**src/rtl/mod_down_timer.sv**
```systemverilog
// ---------------------------------------------------------------------------
// mod_down_timer
//   Programmable modulo down-counter / interval timer. A loaded value is
//   counted down to zero. At zero a one-cycle terminal-count pulse is raised.
//   The timer then reloads and keeps running, or it stops and waits for the
//   next start.
//
// Parameters
//   WIDTH        counter width in bits
//   DEFAULT_MOD  reset modulus; count and reload register reset to DEFAULT_MOD-1
//
// Ports
//   clk          rising-edge clock
//   rst          asynchronous, active-low reset
//   load         load load_val into count and reload register (highest priority)
//   load_val     value to load
//   start        pulse: IDLE/DONE -> RUN
//   en           count enable, only meaningful in RUN
//   auto_reload  1: reload at terminal count and keep running; 0: stop in DONE
//   Q            current count (registered)
//   tc           terminal-count pulse (registered), one cycle wide
//   busy         high while the timer is in RUN
// ---------------------------------------------------------------------------
module mod_down_timer #(
  parameter int WIDTH       = 4,
  parameter int DEFAULT_MOD = 14
) (
  input  logic             clk,
  input  logic             rst,
  input  logic             load,
  input  logic [WIDTH-1:0] load_val,
  input  logic             start,
  input  logic             en,
  input  logic             auto_reload,
  output logic [WIDTH-1:0] Q,
  output logic             tc,
  output logic             busy
);

  localparam logic [WIDTH-1:0] RESET_VAL = WIDTH'(DEFAULT_MOD - 1);

  typedef enum logic [1:0] {
    S_IDLE,
    S_RUN,
    S_DONE
  } state_t;

  state_t           state_q, state_d;
  logic [WIDTH-1:0] count_q, count_d;
  logic [WIDTH-1:0] reload_q, reload_d;
  logic             tc_q, tc_d;

  // Next-state logic. Priority is load > start > en.
  always_comb begin
    // NOTE: every signal gets a default before the case so no latch is inferred.
    state_d  = state_q;
    count_d  = count_q;
    reload_d = reload_q;
    tc_d     = 1'b0;

    if (load) begin
      // A load always parks the timer in IDLE; a start in the same cycle is dropped.
      count_d  = load_val;
      reload_d = load_val;
      state_d  = S_IDLE;
    end else begin
      unique case (state_q)
        S_IDLE: begin
          // Count is untouched here; the first decrement happens in RUN.
          if (start) state_d = S_RUN;
        end
        S_DONE: begin
          if (start) begin
            count_d = reload_q;
            state_d = S_RUN;
          end
        end
        S_RUN: begin
          if (en) begin
            if (count_q != '0) begin
              count_d = count_q - 1'b1;
            end else begin
              // Terminal count: the only route from 0 back to a non-zero value
              // is through the reload register, so the count never underflows.
              tc_d = 1'b1;
              if (auto_reload) count_d = reload_q;
              else             state_d = S_DONE;
            end
          end
        end
        default: state_d = S_IDLE;
      endcase
    end
  end

  // NOTE: all state, including the reload register, is cleared by the async
  // reset so the timer is fully defined the moment rst deasserts.
  always_ff @(posedge clk or negedge rst) begin
    if (!rst) begin
      state_q  <= S_IDLE;
      count_q  <= RESET_VAL;
      reload_q <= RESET_VAL;
      tc_q     <= 1'b0;
    end else begin
      // NOTE: non-blocking assignments keep all registers updating from the
      // same pre-edge values.
      state_q  <= state_d;
      count_q  <= count_d;
      reload_q <= reload_d;
      tc_q     <= tc_d;
    end
  end

  assign Q    = count_q;
  assign tc   = tc_q;
  assign busy = (state_q == S_RUN);

endmodule
```
**config.mk**
```make
export PLATFORM = sky130hd
export DESIGN_NAME = mod_down_timer
export DESIGN_NICKNAME = d
export VERILOG_FILES = /design/src/rtl/mod_down_timer.sv
export SDC_FILE = /design/constraint.sdc
export NUM_CORES = 1
export LEC_CHECK = 0
export ABC_AREA = 1
export BUFFER_PORTS_ARGS = -buffer_cell sky130_fd_sc_hd__buf_2
export CORE_UTILIZATION = 50
export DETAILED_ROUTE_END_ITERATION = 6
export GPL_TIMING_DRIVEN = 0
export PLACE_DENSITY = 0.75
export SLEW_MARGIN = 10
export SYNTH_ARGS = -nofsm -noshare
export SYNTH_HDL_FRONTEND = slang
export SYNTH_SLANG_ARGS = --single-unit
export TNS_END_PERCENT = 30
```
**constraint.sdc**
```tcl
create_clock -name clk -period 1.47 [get_ports clk]
set_input_delay 0.2205 -clock clk [delete_from_list [all_inputs] [get_ports clk]]
set_output_delay 0.2205 -clock clk [all_outputs]
set_load 0.03 [all_outputs]
```
==> results_dict.tcl <==
set metrics [dict create \
    outcome "complete, no violations" \
    syn2layout_area_growth_pct 24.6 \
    hpwl_um 1010 \
    p_leak_nw 0.465 \
    vias 666 \
    period_needed_ns 1.38 \
    io_buffers 14 \
    routedWlPerCell_um 11.1 \
    synth_cell_types 16 \
    grt_util_all_layers 0.237 \
    synth_area_leaders "dfstp_2 24%, nand2_1 20%, dfrtp_1 19%" \
    grt_max_degree 12 \
    numCtsBuffers 3 \
    ioPinCount 16 \
    insertion_delay_ns 0.27 \
    p_per_area_nw_per_um2 2080 \
    cts_tree "yes" \
    p_sw_uw 838 \
    r2r.worst_path.cells 9 \
    cp-end-kind "flip-flop" \
    antennaDiodeCount 0 \
    cts-root-buf "clkbuf_4" \
    drtIter0Drc 14 \
    wl_um 1450 \
    critPathLaunchType "flip-flop" \
    path_common_cell "nand2_1" \
    drv_cap 0 \
    layout.nets 128 \
    synth_largest_area_cell "dfstp_2" \
    min_path_cells 3 \
    rows 12 \
    fin_ws_ns 0.0931 \
    avgSynthCellArea_um2 7.01 \
    clock_skew_ns 0.00345 \
    grt_pass1_vias 574 \
    fill_cells 100 \
    cts_buffer_depth 2 \
    pwr-share-seq 0.298 \
    die_area_um2 1480 \
    drive_above_1_share 0.345 \
    htree_levels 1 \
    routabilityCongestion 0.821 \
    slew-limit-headroom 0.834 \
    grt_overflow 0 \
    cpMaxStageDelayCell "dfstp_2" \
    arrival_ns 1.59 \
    max_freq_mhz 726 \
    internal_power_uw 887 \
    crit_chain "inv_2, ha_4, nand3_4, nor2_2, nand2_1, nand3_4, inv_4, nand2_1, nand2_1" \
    die_y_um 38.5 \
    yosys.area.top_type_share 0.237 \
    finalSetupTns_ns 0 \
    ir_drop_uv 1070 \
    antenna_left 0 \
    dp.cells 123 \
    setup_viol 0 \
    final_common_cell "nand2_1" \
    cts.sinks 11 \
    p_comb_frac 0.577 \
    swShare 0.486 \
    synth_nets 106 \
    drt-pass1-iter-count 4 \
    ys.warnings.count 0 \
    holdCritPathClass "primary input to flip-flop" \
    total_power_mw 1.72 \
    whs_ns 0.187 \
    vias_per_cell 5.12 \
    slowest_delay_ns 0.54 \
    worstMarginPinSlew_ns 0.249 \
    antenna_found_initial 0 \
    die_width_um 38.5 \
    rsz0062_at_grt "no" \
    path_clk_slew_ns 0.08 \
    required_ns 1.69 \
    fin_crit_sh 0.937 \
    netlist_area_um2 666 \
    grt_pass1_wl_um 2370 \
    crit_type "flip-flop to flip-flop" \
    drcViolationCount 0 \
    final_cell_mix "36 x nand2_1, 14 x buf_2, 10 x inv_1, 10 x nand3_1, 7 x nor2_1" \
    post-place-ws_ns -0.0290 \
    synth_seq_cells 11 \
    ys_seq_area_frac 0.425 \
    crit_path_max_fanout 7 \
    pwr-share-clk 0.125 \
    start_util 0.568 \
    stdcell_count 130 \
    hold_viol 0 \
    core_um2 1170 \
    syn_inst 95 \
    slew_violations 0 \
]
## metal layers
metal,track usage,vias up,share of wire
li1,-,333,-
met1,0.318,302,0.45
met2,0.363,27,0.47
met3,0.0523,4,0.064
met4,0.103,0,0.017
met5,0,-,0
## registers in the layout, summed over array words and instances, names as in the netlist
name and flops:
reload_q 4, tc 1, Q 4, state_q 2
## cell usage after synthesis
cell type,number
nand2_2,3
buf_4,1
inv_1,11
dfstp_2,6
nor3_1,1
nor2_1,8
nand2_1,36
o21ai_1,2
ha_1,1
dfrtp_1,5
nand3_1,10
inv_2,5
nand3_2,1
o21ai_0,3
nand3_4,1
nor2_4,1
## stage by stage
| step | cell area (um^2) | util |
|---|---|---|
| CTS | 800 | 0.683 |
| floorplan | 668 | - |
| global route | 830 | 0.708 |
| detailed placement | 756 | 0.645 |
| finish | 830 | 0.708 |
| global placement | 756 | 0.645 |
## critical path, delay by kind of cell (launching register included)
kind | cells | cell delay (ns)
buffers and inverters | 2 | 0.14
AND/OR/NAND/NOR | 6 | 0.48
flip-flops | 1 | 0.54
adder cells (fa/ha/maj) | 1 | 0.17
## area by class of cell
type	instances	area (um^2)	share of cell area
buffer	1	7.51	0.00905
clock buffer	4	26.3	0.0317
inverter	16	62.6	0.0754
timing repair buffer	17	95.1	0.115
sequential	11	283	0.341
tap	14	17.5	0.0211
multi-input combinational	67	338	0.407
## kinds of logic after synthesis
kind of cell    after synthesis  synth area share
compound gates                5            0.0376
fa+ha+maj                     1            0.0188
buf+inv                      17             0.102
flops                        11             0.425
simple gates                 61             0.417
## power by group through the flow
| stage | combinational [mW] | sequential (mW) | clock, mW |
|---|---|---|---|
| 3_5_place_dp | 0.881 | 0.526 | 0 |
| 6_report | 0.996 | 0.514 | 0.215 |
| 3_3_place_gp | 0.857 | 0.520 | 0 |
| 4_1_cts | 0.918 | 0.514 | 0.215 |
| 5_1_grt | 1.11 | 0.526 | 0.234 |
| 2_1_floorplan | 0.574 | 0.625 | 0 |
## worst paths after layout
path	start	endpoint	slack, ns
max	Q[0]	Q[3]	0.09
max reg2reg	Q[0]	Q[3]	0.09
min reg2reg	reload_q[3]	reload_q[3]	0.49
min in group asynchronous	rst	state_q[1]	0.34
min	load_val[3]	reload_q[3]	0.19
max in group asynchronous	rst	reload_q[0]	0.87
## repair_timing
| item | 4_1_cts | 5_1_grt |
|---|---|---|
| pin swaps | 1 | 1 |
| buffers inserted | 1 | 1 |
| endpoints found under the setup margin | 4 | 4 |
| hold endpoints to repair | 5 | 0 |
| hold buffers | 1 | 0 |
| gates resized for setup | 0 | 5 |
Power figures use the tool's default switching activity.
